===== config.mk =====
export PLATFORM = sky130hd
export DESIGN_NAME = md5_digest_tx_sequencer
export DESIGN_NICKNAME = d
export VERILOG_FILES = /design/src/rtl/md5_pkg.sv /design/src/rtl/md5_hex_char.sv /design/src/rtl/md5_digest_tx_sequencer.sv
export SDC_FILE = /design/constraint.sdc
export NUM_CORES = 1
export LEC_CHECK = 0
export BUFFER_PORTS_ARGS = -buffer_cell sky130_fd_sc_hd__buf_2
export CAP_MARGIN = 20
export CORE_ASPECT_RATIO = 1.2
export CORE_MARGIN = 1.5
export CORE_UTILIZATION = 60
export CTS_CLUSTER_DIAMETER = 80
export DETAILED_ROUTE_END_ITERATION = 10
export GPL_TIMING_DRIVEN = 0
export PLACE_DENSITY_LB_ADDON = 0.2
export SLEW_MARGIN = 15
export SYNTH_ARGS = -nofsm -noshare
export SYNTH_HDL_FRONTEND = slang
export SYNTH_SLANG_ARGS = --single-unit
export TNS_END_PERCENT = 20

===== constraint.sdc =====
create_clock -name clk -period 9.5 [get_ports clk]
set_input_delay 1.9 -clock clk [delete_from_list [all_inputs] [get_ports clk]]
set_output_delay 1.9 -clock clk [all_outputs]
set_load 0.02 [all_outputs]

===== src/rtl/md5_pkg.sv =====
// rtl/md5_pkg.sv - shared types and constants for the MD5 digest TX sequencer
package md5_pkg;

   localparam int DIGEST_W = 128;

   localparam logic [7:0] ASCII_0    = 8'h30;
   localparam logic [7:0] ASCII_A_LC = 8'h61;
   localparam logic [7:0] ASCII_CR   = 8'h0D;
   localparam logic [7:0] ASCII_LF   = 8'h0A;

   typedef enum logic [2:0] {
      IDLE,
      LOAD,
      SEND,
      WAIT_START,
      WAIT_DONE
   } tx_state_t;

   // Number of characters put on the wire for one digest.
   function automatic int char_count(input int hex_mode, input int append_crlf);
      return ((hex_mode != 0) ? 32 : 16) + ((append_crlf != 0) ? 2 : 0);
   endfunction

endpackage


===== src/rtl/md5_hex_char.sv =====
// rtl/md5_hex_char.sv - nibble to lowercase ASCII hex digit
module md5_hex_char
   import md5_pkg::*;
(
   input  logic [3:0] nibble,
   output logic [7:0] ascii
);

   // 0-9 map onto '0'..'9', 10-15 onto 'a'..'f'
   always_comb begin
      ascii = 8'h00;
      if (nibble < 4'd10) begin
         ascii = ASCII_0 + {4'h0, nibble};
      end else begin
         ascii = ASCII_A_LC + {4'h0, nibble} - 8'd10;
      end
   end

endmodule


===== src/rtl/md5_digest_tx_sequencer.sv =====
// rtl/md5_digest_tx_sequencer.sv - sends a captured MD5 digest byte by byte over the UART TX handshake
module md5_digest_tx_sequencer
   import md5_pkg::*;
#(
   parameter int HEX_MODE      = 1,
   parameter int APPEND_CRLF   = 1,
   parameter int START_TIMEOUT = 4
) (
   input  logic                clk,
   input  logic                reset,
   input  logic                digest_valid,
   input  logic [DIGEST_W-1:0] digest,
   input  logic                is_transmitting,
   output logic                ready,
   output logic                transmit,
   output logic [7:0]          tx_byte,
   output logic                busy,
   output logic                done,
   output logic                overrun
);

   localparam int N_DIGEST_CHARS = (HEX_MODE != 0) ? 32 : 16;
   localparam int N_CHARS        = char_count(HEX_MODE, APPEND_CRLF);
   localparam int TIMEOUT_CYC    = (START_TIMEOUT > 0) ? START_TIMEOUT : 1;
   localparam int TO_W           = (TIMEOUT_CYC > 1) ? $clog2(TIMEOUT_CYC) : 1;

   localparam logic [5:0]      LAST_IDX = 6'(N_CHARS - 1);
   localparam logic [5:0]      CR_IDX   = 6'(N_DIGEST_CHARS);
   localparam logic [5:0]      LF_IDX   = 6'(N_DIGEST_CHARS + 1);
   localparam logic [TO_W-1:0] TO_LAST  = TO_W'(TIMEOUT_CYC - 1);

   tx_state_t           state;
   logic [DIGEST_W-1:0] digest_q;
   logic [5:0]          index;
   logic [TO_W-1:0]     to_cnt;

   logic [3:0]          nibble;
   logic [7:0]          raw_byte;
   logic [7:0]          hex_ascii;
   logic [7:0]          next_char;

   // Pick the nibble and the byte addressed by index; first on the wire is the MSB end
   always_comb begin
      nibble   = 4'h0;
      raw_byte = 8'h00;
      for (int k = 0; k < 32; k++) begin
         if (index == 6'(k)) begin
            nibble = digest_q[DIGEST_W-1-4*k -: 4];
         end
      end
      for (int k = 0; k < 16; k++) begin
         if (index == 6'(k)) begin
            raw_byte = digest_q[DIGEST_W-1-8*k -: 8];
         end
      end
   end

   md5_hex_char u_hex_char (
      .nibble (nibble),
      .ascii  (hex_ascii)
   );

   // Character for the current index: CR/LF trailer, else hex digit or raw byte
   always_comb begin
      next_char = 8'h00;
      if ((APPEND_CRLF != 0) && (index == CR_IDX)) begin
         next_char = ASCII_CR;
      end else if ((APPEND_CRLF != 0) && (index == LF_IDX)) begin
         next_char = ASCII_LF;
      end else if (HEX_MODE != 0) begin
         next_char = hex_ascii;
      end else begin
         next_char = raw_byte;
      end
   end

   // Transfer FSM; every output is registered so transmit is a clean single-cycle pulse
   always_ff @(posedge clk or negedge reset) begin
      if (!reset) begin
         state    <= IDLE;
         ready    <= 1'b1;
         transmit <= 1'b0;
         tx_byte  <= 8'h00;
         busy     <= 1'b0;
         done     <= 1'b0;
         overrun  <= 1'b0;
         index    <= 6'd0;
         digest_q <= '0;
         to_cnt   <= '0;
      end else begin
         transmit <= 1'b0;
         done     <= 1'b0;
         // ready is only ever high in IDLE, so any strobe seen while low is lost
         overrun  <= digest_valid && !ready;

         case (state)
            IDLE: begin
               // ready stays low for the done cycle itself and recovers one cycle later
               if (!ready) begin
                  ready <= 1'b1;
               end else if (digest_valid) begin
                  digest_q <= digest;
                  index    <= 6'd0;
                  busy     <= 1'b1;
                  ready    <= 1'b0;
                  state    <= LOAD;
               end
            end

            LOAD: begin
               tx_byte <= next_char;
               // Never start a byte on top of one the UART is still shifting out
               if (!is_transmitting) begin
                  transmit <= 1'b1;
                  state    <= SEND;
               end
            end

            SEND: begin
               to_cnt <= '0;
               state  <= WAIT_START;
            end

            WAIT_START: begin
               // A UART that never acknowledges must not stall the sequencer forever
               if (is_transmitting) begin
                  state <= WAIT_DONE;
               end else if (to_cnt == TO_LAST) begin
                  state <= WAIT_DONE;
               end else begin
                  to_cnt <= to_cnt + TO_W'(1);
               end
            end

            WAIT_DONE: begin
               if (!is_transmitting) begin
                  if (index == LAST_IDX) begin
                     done  <= 1'b1;
                     busy  <= 1'b0;
                     state <= IDLE;
                  end else begin
                     index <= index + 6'd1;
                     state <= LOAD;
                  end
               end
            end

            default: begin
               state <= IDLE;
            end
         endcase
      end
   end

endmodule


* After elaboration in Yosys (flattened, before gate mapping)
Index checks and enable logic that the tools add are counted.
** Storage, ports and cells
- Register bits :: 152
- Input port bits :: 132
- Output and inout bits :: 13
- Logic and storage cells :: 137
** Cells by class
- Add/sub/neg operators :: 5
- Order comparisons :: 1
- Equal/unequal tests :: 47
- Muxes and demuxes :: 63
- Reductions and logical operators :: 11
** Operators with widths (count)
- two-way mux 4 bit :: 32
- == test 6 x 5 -> 1 bit (second input constant) :: 16
- == test 6 x 4 -> 1 bit (second input constant) :: 8
- == test 6 x 3 -> 1 bit (second input constant) :: 4
- two-way mux 6 bit :: 4
- two-way mux 8 bit :: 3
- two-way mux 3 bit :: 6
- inequality test 2 bit (second input constant) :: 8
- one-hot mux 3 bit (5 select lines) :: 1
- AND reduction 5 bit :: 3
- == test 6 x 2 -> 1 bit (second input constant) :: 2
- == test 6 bit (second input constant) :: 2
- two-way mux 1 bit :: 12
- one-hot mux 6 bit (2 select lines) :: 1
- adder 7 x 4 -> 8 bit (first input constant) :: 1
- subtractor 8 x 4 -> 8 bit (second input constant) :: 1
- adder 6 x 4 -> 7 bit (first input constant) :: 1
- adder 6 x 1 -> 6 bit (second input constant) :: 1
- == test 3 x 2 -> 1 bit (second input constant) :: 2
- == test 6 x 1 -> 1 bit (second input constant) :: 1
- logical NOT 6 bit :: 1
- AND reduction 3 bit :: 2
- less-than comparator 4 bit (second input constant) :: 1
- two-way mux 2 bit :: 2
- 11 further kinds :: 12

* Logic depth before layout (Yosys ltp)
Gate-level depths: netlist (run 1).
- Depth in word-level cells :: 38
- Mapped depth :: 16
- Mapped depth without buffers :: 13

* By module
From an unflattened synthesis (run 1), not the netlist that was laid out.
** Unflattened totals
- Cell total of the unflattened synthesis :: 738
- Area, all modules :: 7965.1 µm²
** Modules (own cells, without submodules)
- md5_digest_tx_sequencer :: times used 1, cells each 721, area each 7842.5 µm², sequential area each 3804.9 µm²
- md5_hex_char :: times used 1, cells each 17, area each 122.6 µm², sequential area each 0.0 µm²

* Least setup slack after synthesis (run 1)
No wires, ideal clock.
- Kind :: in2reg
- Start point :: input port digest_valid
- End point :: register digest_q[100]
- Library setup time :: 0.125 ns
- Arrival time :: 3.287 ns
- Data required time :: 9.375 ns
- Path slack :: 6.088 ns
- Cell stages on the path :: 6
- Path buffers :: 3
- Cell sequence :: nand2_1 -> nor2b_1 -> clkbuf_1 -> clkbuf_1 -> clkbuf_1 -> mux2_2
** Between the ends
- Cells in the longest elaborated chain, start to end :: 1
** RTL lines
- from (decl) :: RTL line md5_digest_tx_sequencer.sv:11 : input logic digest_valid,
- AND reduction 3 bit (no line)
- to (signal assigned) :: RTL line md5_digest_tx_sequencer.sv:102 : digest_q <= digest;
- to (decl) :: RTL line md5_digest_tx_sequencer.sv:33 : logic [DIGEST_W-1:0] digest_q;
No other way between the ends.
A chain may end at the register's enable or synchronous reset.

* Worst setup path in the final report (run 1)
- Start point :: register index[0]
- End point :: register tx_byte[4]
** Between the ends
- Cells in the longest elaborated chain, start to end :: 38
- Elaborated cells between the ends (all ways) :: 73
- Classes of those cells :: add/sub (3); order compare (1); eq/ne (33); mux (35); reduce/logical (1)
** RTL lines
- from (decl) :: RTL line md5_digest_tx_sequencer.sv:34 : logic [5:0] index;
- from (signal assigned) :: RTL line md5_digest_tx_sequencer.sv:142 : index <= index + 6'd1;
- logical NOT 6 bit
- two-way mux 4 bit (32 in series) :: RTL line md5_digest_tx_sequencer.sv:47 : if (index == 6'(k)) begin
- adder 7 x 4 -> 8 bit :: RTL line md5_hex_char.sv:15 : ascii = ASCII_A_LC + {4'h0, nibble} - 8'd10;
- subtractor 8 x 4 -> 8 bit :: RTL line md5_hex_char.sv:15
- two-way mux 8 bit :: RTL line md5_hex_char.sv:12 : if (nibble < 4'd10) begin
- two-way mux 8 bit :: RTL line md5_digest_tx_sequencer.sv:68 : end else if ((APPEND_CRLF != 0) && (index == LF_IDX)) begin
- two-way mux 8 bit (*) :: RTL line md5_digest_tx_sequencer.sv:66 : if ((APPEND_CRLF != 0) && (index == CR_IDX)) begin
- to (signal assigned) :: RTL line md5_digest_tx_sequencer.sv:111 : tx_byte <= next_char;
- to (decl) :: RTL line md5_digest_tx_sequencer.sv:16 : output logic [7:0] tx_byte,
Mark *: on every way between the ends. The rest lies on a longest branch, timed or not.

==> metrics.md, run 1 <==
| Metric | Value |
|---|---|
| Slew margin rel. | between 20% and 30% |
| Cts hold-fix bufs | 0 |
| Clk buf depth | 2 |
| Setup ws final | 5.24 ns |
| Layout cells sized above 1 | between 30% and 40% |
| Required @ worst endpoint | ~9.8 ns |
| Htree depth | 4 |
| Status | finished, final reports clean |
| Sequential-to-total area share from yosys stat | around 49% |
| Vias in the first global route | 7005 |
| Initial core utilization | about three fifths |
| Crit-path max FO | 10 |
| Min Tclk post-route | between 4 and 5 ns |
| Layout overhead on the synthesized area | 20.8% |
| Post-Syn Nets | approximately 860 |
| Final setup violating endpoints | 0 |
| Post-Synthesis Cells | 721 |
| Final net count | 1021 |
| First-pass GRT wire length | just under 40 mm |
| Number of max-cap violations | 0 |
| Syn Area/Cell | 10.7 µm² |
| Root buffer cell | clkbuf_16 |
| CP cell instances | inv_1 -> ha_1 -> buf_2 -> buf_1 -> buf_2 -> nor2_1 -> nand2_1 -> o211ai_1 -> a22o_1 -> a31oi_1 -> a211o_1 -> inv_1 -> ha_1 -> a21oi_1 -> o21ai_1 -> a32o_1 |
| CP Launch Type | flip-flop |
| Clk slew on worst S/H paths | approximately 0.060 ns |
| TNS Setup | 0 ns |
| Total gr overflow | 0 |
| Ant. Diodes | 0 |
| Fin. max-slew vios | 0 |
| Initial DRC Count | 612 |
| Count of final hold-check violations | 0 |
| # fillers | 838 |
| Die width | 106 µm |
| Total setup buffers inserted after CTS | 0 |
| Worst setup EP type | flip-flop |
| Critical Path AT | 4.57 ns |
| Wire per inst | approximately 24 µm |
| Tightest Pin Transition | ~1.1 ns |
| Initial antenna violation count | 0 |
| Crit share post-route | roughly 45% |
| TritonCTS clock tree | yes |
| FMAX | roughly 230 MHz |
| Detailed-route DRC error count | 0 |
| Final ANT Viol Nets | 0 |
| Largest net degree at the start of global routing | 80 |
| Clock sink total | ~150 |
| Main synth FF type | dfrtp_1 |
| Yosys cell types | 74 |
| Max VDD drop | 218 µV |
| Synth async-reset ratio | 100% |
| Slowest-stage cell, CP | buf_1 |
| Dpl hpwl | about 18 mm |
| First drt pass iteration count | 6 |
| Total Routing Usage GR | around two fifths |
| Core area | around 13000 µm² |
| Final wirelength | approximately 25 mm |
| Num CTS Buffers | 17 |
| Worst path max stage delay | roughly 0.56 ns |
| Power Total | 3310 µW |
| Post-synthesis register bit count | between 150 and 200 |
| Gpl congestion | ~1 |
| Clk Latency, worst-skew pair | approximately 0.43 ns |
| Static Leak | ~0.0041 µW |
| DR vias | 6888 |
| Vias per std cell | around 6.5 |
| Final core occ | between 70% and 80% |
| Clk_skew | a little under 0.008 ns |
| # IOs | 145 |
| EDFF count, synth | 0 |
| Die Area | 13500 µm² |
| CTS resizes | 0 |
| Critical path class | flip-flop to flip-flop |
| Die Y | roughly 130 µm |
| RSZ-0062 raised after global routing | no |
| Worst min-delay path category | flip-flop to flip-flop |
| Worst slack, placed | between 5 and 6 ns |
| Mapped Area | 7690 µm² |
| Pwr Density | around 360 nW/µm² |
| YS warnings | 0 |
| Row cnt | 45 |
| IO buf count | about 140 |
[state kept, by name (all words and copies together) (netlist names)]
signal,count
digest_q,128
index,6
state,3
tx_byte,7
to_cnt,2
overrun,1
transmit,1
done,1
busy,1
ready,1
[Yosys cell counts, drive strengths merged (3+ instances only)]
master	count	share of area, %
o22ai	14	1.1
inv	20	0.98
a21oi	32	2.1
a31oi	5	0.41
a311oi	3	0.34
buf	28	2.0
nand3b	5	0.49
or2	4	0.33
nor2b	11	0.90
a21boi	4	0.39
nand3	5	0.33
dfrtp	150	49
a211oi	4	0.46
a32oi	5	0.57
nand2	79	3.9
a221oi	9	1.0
nand4	5	0.41
clkbuf	27	1.3
nor3b	5	0.49
a32o	4	0.52
ha	6	0.98
and3	5	0.41
nor4b	4	0.54
mux2	119	17
a22o	3	0.34
o221ai	3	0.34
o2111ai	3	0.34
o211ai	6	0.59
o21ai	44	2.9
nor2	40	2.0
nand2b	13	1.1
nor3	7	0.46
a21o	5	0.49
[routing by layer]
metal / wire length [µm] / up-vias / GRT usage, %
met5: 0 / - / 0
met4: 1030 / 0 / 18.7
met3: 2300 / 87 / 8.52
met2: 12200 / 475 / 64.2
met1: 9870 / 3394 / 50.2
li1: - / 2932 / -
[layout by cell type, fill, tap and decap left out, drive strengths merged, types with 4 or more instances in the layout]
master	n
nor3	7
nor4b	4
nor2b	11
o21ai	44
o22ai	14
nand4	5
o211ai	6
nand3	5
a221oi	9
a32oi	5
bufinv	5
nand2b	13
nor3b	5
a31oi	5
nand2	79
buf	171
ha	6
a21boi	4
a21o	5
or2	4
inv	21
nand3b	5
and3	5
mux2	119
a211oi	4
a32o	4
dfrtp	150
a21oi	32
nor2	40
clkbuf	48
[stage by stage]
step | instance area (µm²) | hold WS (ns) | std cells
CTS | 9290 | 0.495 | 1060
floorplan | 7690 | 0.471 | 721
detailed placement | 8640 | 0.482 | 1028
global placement | 8600 | 0.458 | 1027
global route | 9290 | 0.511 | 1060
finish | 9290 | 0.500 | 1060
[report_power, final]
group	total, µW	leakage [µW]	switching, µW	internal [µW]
logic	1380	0.00197	785	598
registers	1180	0.00182	213	963
clock network	749	0.000308	274	474
total	3310	0.00410	1270	2040
[critical path, delay by kind of cell, from the launching register on]
family / cells / cell delay [ns]
fa+ha+maj: 2 / 0.52
buf+inv: 5 / 1.52
simple gates: 2 / 0.15
flops: 1 / 0.42
compound gates: 7 / 1.50
[final timing paths]
| path | start | depth (start not counted) | to | slack (ns) |
|---|---|---|---|---|
| min in group asynchronous | reset | 1 | state[1] | 1.41 |
| max | index[0] | 16 | tx_byte[4] | 5.24 |
| max reg2reg | index[0] | 16 | tx_byte[4] | 5.24 |
| min reg2reg | tx_byte[5] | 2 | tx_byte[5] | 0.50 |
| max in group asynchronous | reset | 2 | digest_q[65] | 7.31 |
| min | tx_byte[5] | 2 | tx_byte[5] | 0.50 |
[area by class of cell]
class	instances	area, µm²	share of cell area (%)
clock inverter	11	196	2.11
buffer	55	255	2.75
inverter	20	75.1	0.808
clock buffer	21	450	4.85
sequential	151	3780	40.7
multi-input combinational	495	3580	38.5
timing repair buffer	143	748	8.05
tap	164	205	2.21
[kinds of logic (layout without fill, tap and decap cells)]
| group | after synthesis | count (layout) | synth area share (%) |
|---|---|---|---|
| and+or+nand+nor | 194 | 194 | 12.5 |
| AOI/OAI and AO/OA | 170 | 170 | 15.0 |
| DFF | 151 | 151 | 49.2 |
| muxes | 121 | 121 | 17.7 |
| buffers and inverters | 75 | 250 | 4.30 |
| adders and majority gates | 6 | 6 | 0.976 |
| xor gates and xnor gates | 3 | 3 | 0.342 |
| other | 1 | 1 | 0.0488 |
No activity file was read; power rests on OpenSTA's default activity.
==> inputs of run 2 (changes only) <==
Settings changed: CORE_UTILIZATION 60 to 56.
Clock period 9.5 ns to 4.4 ns, I/O delays scaled along.
==> metrics.md, run 2 (synthesis gave the netlist of run 1 again) <==
| Metric | Value |
|---|---|
| Status | finished, final reports clean |
| Wire per inst | 22.9 µm |
| Gpl congestion | about 0.95 |
| Most common cell after layout, fill and taps aside | buf_2 |
| Min Tclk post-route | 4.10 ns |
| Cells after DPL | approximately 1000 |
| Initial antenna violation count | 0 |
| TritonCTS clock tree | yes |
| Tightest Pin Transition | 1.08 ns |
| Number of max-cap violations | 0 |
| Clk Latency, worst-skew pair | 0.43 ns |
| Total setup buffers inserted after CTS | 0 |
| FMAX | between 200 and 250 MHz |
| Total Routing Usage GR | a little over a third |
| Largest Register | digest_q |
| # fillers | between 1000 and 1500 |
| # IOs | 145 |
| Crit share post-route | ~93% |
| Die Y | about 130 µm |
| Finished Cell Area | 9230 µm² |
| Commonest non-fill, non-tap cells in the layout | buf_2 (162), dfrtp_1 (150), mux2_2 (119), nand2_1 (79), nor2_1 (40) |
| Row cnt | 46 |
| Clk_skew | 0.00937 ns |
| Critical path class | flip-flop to flip-flop |
| Reg-to-reg critical path startpoint | index[0] |
| Layout overhead on the synthesized area | 20.0% |
| Max VDD drop | 615 µV |
| Setup ws final | slightly above 0.3 ns |
| Worst min-delay path category | primary input to asynchronous set/reset pin |
| First-pass GRT wire length | between 30 and 40 mm |
| Ant. Diodes | 0 |
| Clock sink total | between 150 and 200 |
| TNS Setup | 0 ns |
| Register-to-Register Path Depth | 16 |
| CTS resizes | 0 |
| DR vias | approximately 6700 |
| Top Registers | digest_q x128, tx_byte x7, index x6 |
| Reg2reg end | tx_byte[4] |
| Core area | roughly 13000 µm² |
| Vias in the first global route | 6729 |
| Largest net degree at the start of global routing | slightly below 80 |
| Required @ worst endpoint | between 4 and 5 ns |
| Die Area | between 10000 and 15000 µm² |
| Final core occ | a little over two thirds |
| Clk slew on worst S/H paths | roughly 0.060 ns |
| Cts hold-fix bufs | 0 |
| Num CTS Buffers | 17 |
| Final ANT Viol Nets | 0 |
| Dpl hpwl | around 18 mm |
| Worst slack, placed | between 0.4 and 0.5 ns |
| Die width | about 110 µm |
| Reg2Reg Setup Slack | between 0.3 and 0.4 ns |
| Final wirelength | 24.3 mm |
| Placed cell area | just under 9000 µm² |
| Post-route insts no fill | 1063 |
| Vias per std cell | 6.31 |
| IO buf count | approximately 140 |
| Static Leak | a little over 0.004 µW |
| RSZ-0062 raised after global routing | no |
| CP Launch Type | flip-flop |
| Initial DRC Count | approximately 670 |
| Layout cells sized above 1 | 36.3% |
| Critical Path AT | approximately 4.4 ns |
| Fin. max-slew vios | 0 |
| Count of final hold-check violations | 0 |
| Detailed-route DRC error count | 0 |
| Pwr Density | around 750 nW/µm² |
| Slew margin rel. | between 20% and 30% |
| Clk buf depth | 2 |
| Final net count | ~1000 |
| Largest register FFs | between 100 and 150 |
| First drt pass iteration count | 6 |
| Root buffer cell | clkbuf_16 |
| Final setup violating endpoints | 0 |
| Worst setup EP type | flip-flop |
| Htree depth | 4 |
| Crit-path max FO | 10 |
| Total gr overflow | 0 |
| Initial core utilization | between 50% and 60% |
## run 2: cell count changes in the layout (fill, tap and decap cells not counted), sizes merged
| cell | delta |
|---|---|
| bufinv | -3 |
| clkinv | +1 |
| clkinvlp | +1 |
## run 2: worst max-delay path by stage
stage                        start          end  slack [ns]
after floorplan           index[0]   tx_byte[2]        1.38
after global placement       reset  digest_q[9]        0.47
after detailed placement  index[0]   tx_byte[2]        0.46
after CTS                 index[1]   tx_byte[2]        0.42
after global routing      index[0]   tx_byte[4]        0.13
final                     index[0]   tx_byte[4]        0.30
## run 2: stage by stage
stage               hold slack [ns]  power [µW]
floorplan                     0.471        4390
global placement              0.457        5250
detailed placement            0.477        5390
CTS                           0.430        6850
global route                  0.456        7250
finish                        0.400        6910
## run 2: critical path: stages (launching register included)
cell      delay [ns]
dfrtp_1         0.43
inv_1           0.14
ha_1            0.28
buf_2           0.32
buf_1           0.55
buf_2           0.38
nor2_1          0.09
nand2_1         0.07
o211ai_1        0.15
a22o_1          0.29
a31oi_1         0.25
a211o_1         0.25
inv_1           0.07
ha_1            0.21
a21oi_1         0.13
o21ai_1         0.08
a32o_1          0.29
## run 2: cell type report
cell class                      count  area, µm²  share of cell area [%]
Clock buffer                       21        460                    4.99
Tap cell                          168        210                    2.28
Multi-Input combinational cell    495       3580                    38.8
Sequential cell                   151       3780                    41.0
Timing Repair Buffer              143        748                    8.11
Inverter                           20       75.1                   0.813
Buffer                             55        255                    2.77
Clock inverter                     10        123                    1.33
## run 2: per-layer routing
metal / global-route usage, % / routed length [µm]
met5: 0 / 0
met2: 54.9 / 11500
met1: 47.1 / 9970
met4: 12.6 / 789
met3: 7.64 / 2070
## run 2: report_power, final
group	switching (µW)	internal (µW)
sequential	458	2080
combinational	1630	1290
clock	584	865
==> inputs of run 3 (changes only) <==
Settings changed: ABC_AREA set to 1.
==> metrics.md, run 3 <==
| Metric | Value |
|---|---|
| Layout overhead on the synthesized area | 21.0% |
| Num CTS Buffers | 17 |
| Ant. Diodes | 0 |
| First drt pass iteration count | 5 |
| Number of max-cap violations | 0 |
| Clk_skew | around 0.008 ns |
| Final core occ | between 60% and 70% |
| Int Pwr | about 3800 µW |
| First-pass GRT wire length | roughly 30 mm |
| Die width | 109 µm |
| Clk Latency, worst-skew pair | 0.42 ns |
| Status | finished, final reports clean |
| IO buf count | 143 |
| Final setup violating endpoints | 0 |
| Layout cells sized above 1 | 16.8% |
| CTS resizes | 0 |
| Sequential-to-total area share from yosys stat | between 40% and 50% |
| Pwr Density | between 600 and 700 nW/µm² |
| Die Y | 131 µm |
| Worst path max stage delay | approximately 0.42 ns |
| Clk slew on worst S/H paths | 0.06 ns |
| Crit-path max FO | 6 |
| Clock power share | approximately a quarter |
| RSZ-0062 raised after global routing | no |
| Core area | around 13000 µm² |
| Area contributors post-synth | dfrtp_1 (49%), nand2_1 (22%), inv_1 (6.5%) |
| Post-route insts no fill | between 1000 and 1500 |
| Static Leak | between 0.004 and 0.005 µW |
| Clk buf depth | 2 |
| Initial antenna violation count | 0 |
| Main synth FF type | dfrtp_1 |
| Die Area | approximately 14000 µm² |
| Mapped Area | 7610 µm² |
| Required @ worst endpoint | roughly 4.7 ns |
| Leading area contributor after synthesis | dfrtp_1 |
| Comb power frac | roughly 38% |
| Clock sink total | about 150 |
| Worst min-delay path category | primary input to asynchronous set/reset pin |
| Min Tclk post-route | around 3.8 ns |
| Synth async-reset ratio | 100% |
| Switch share | between 30 and 40% |
| # IOs | approximately 150 |
| Final net count | approximately 1300 |
| CP Launch Type | flip-flop |
| P_sw | 2400 µW |
| Gpl congestion | 0.881 |
| Detailed-route DRC error count | 0 |
| Final ANT Viol Nets | 0 |
| Initial core utilization | between 50 and 60% |
| Critical path class | flip-flop to flip-flop |
| Most used cell along the critical path | nand2_1 |
| Total Routing Usage GR | 27.5% |
| Top Registers | digest_q x128, tx_byte x7, index x6 |
| Finished Cell Area | 9210 µm² |
| Cts hold-fix bufs | 0 |
| Buffers & Inverters on Critical Path | 4 |
| Most common cell after layout, fill and taps aside | nand2_1 |
| Dpl hpwl | roughly 14 mm |
| Largest Register | digest_q |
| FMAX | 262 MHz |
| Total gr overflow | 0 |
| Final wirelength | 18.8 mm |
| Tightest Pin Transition | 0.798 ns |
| EDFF count, synth | 0 |
| Largest net degree at the start of global routing | 88 |
| YS warnings | 0 |
| Yosys cell types | 34 |
| Post-Syn Nets | between 1000 and 1500 |
| Placed cell area | approximately 8600 µm² |
| Largest register FFs | 128 |
| Synth top area share | roughly 49% |
| Initial DRC Count | between 300 and 400 |
| Row cnt | 46 |
| Crit share post-route | about 87% |
| Delay-heaviest family, CP | simple AND/OR/NAND/NOR gates |
| Slew margin rel. | 46.8% |
| Count of final hold-check violations | 0 |
| Power Total | slightly above 6000 µW |
| Htree depth | 4 |
| Total setup buffers inserted after CTS | 0 |
| Cells after DPL | about 1400 |
| Syn Area/Cell | between 7 and 8 µm² |
| Critical Path AT | around 4.1 ns |
| Commonest non-fill, non-tap cells in the layout | nand2_1 (455), dfrtp_1 (150), buf_2 (142), inv_1 (131), o21ai_0 (90) |
| Worst setup EP type | flip-flop |
| Max VDD drop | approximately 380 µV |
| TritonCTS clock tree | yes |
| Vias per std cell | 5.12 |
| Post-synthesis register bit count | between 150 and 200 |
| Fin. max-slew vios | 0 |
| Wire per inst | between 10 and 15 µm |
| TNS Setup | 0 ns |
| DR vias | between 7000 and 8000 |
| Post-Synthesis Cells | around 1000 |
| Top-count cell post-synth | nand2_1 |
| Most frequent cells after synthesis | nand2_1 (455), dfrtp_1 (150), inv_1 (131), o21ai_0 (90), a21oi_1 (55) |
| Vias in the first global route | 6609 |
| Flop pwr share | 37.3% |
| Slowest-stage cell, CP | dfrtp_1 |
| Root buffer cell | clkbuf_16 |
## run 3: cell count changes after synthesis, sizes merged, moves of 14 or more
cell,change
a21oi,+23
buf,-26
inv,+114
mux2,-119
nand2,+385
nand3,+30
o21ai,+51
o22ai,-14
## run 3: layout make-up
type	instances	area, µm²
fill	1144	4030
sequential	151	3780
multi-input combinational	726	3190
timing repair buffer	144	753
inverter	135	509
clock buffer	24	492
tap	168	210
clock inverter	8	143
buffer	31	131
## run 3: power by group through the flow
stage,Combinational [µW],Sequential (µW),Clock (µW)
after floorplan,1670,2310,0
after CTS,2370,2320,1560
after global placement,2260,2320,0
final,2360,2320,1550
after detailed placement,2330,2330,0
after global routing,2720,2390,1630
## run 3: path summary, 6_finish.rpt
check,start,to,slack (ns),depth (start not counted)
setup / recovery,index[0],tx_byte[2],0.58,40
hold / removal,reset,tx_byte[6],0.44,1
setup reg to reg,index[0],tx_byte[2],0.58,40
hold reg to reg,digest_q[8],digest_q[8],0.46,2
max in group asynchronous,reset,ready,3.21,2
min in group clk,digest_q[8],digest_q[8],0.46,2
## run 3: per-layer routing
metal / routed length (µm) / global-route usage, %
met2: 9460 / 47.0
met3: 929 / 6.10
met1: 8010 / 34.1
met4: 351 / 10.2
met5: 0 / 0
## run 3: cell families (layout without fill, tap and decap cells)
family / count (synthesis) / after routing / share of synthesized area, %
buffers and inverters: 166 / 342 / 8.42
DFF: 151 / 151 / 49.7
adders and majority gates: 6 / 6 / 0.986
AOI/OAI and AO/OA: 154 / 154 / 10.3
and+or+nand+nor: 564 / 564 / 30.4
other: 1 / 1 / 0.0493
xor gates and xnor gates: 1 / 1 / 0.115
## run 3: per-stage QoR
step                hold WS (ns)  setup slack (ns)
detailed placement         0.456             0.669
finish                     0.438             0.579
global route               0.486            0.0409
floorplan                  0.437              1.27
global placement           0.448             0.318
CTS                        0.469             0.558
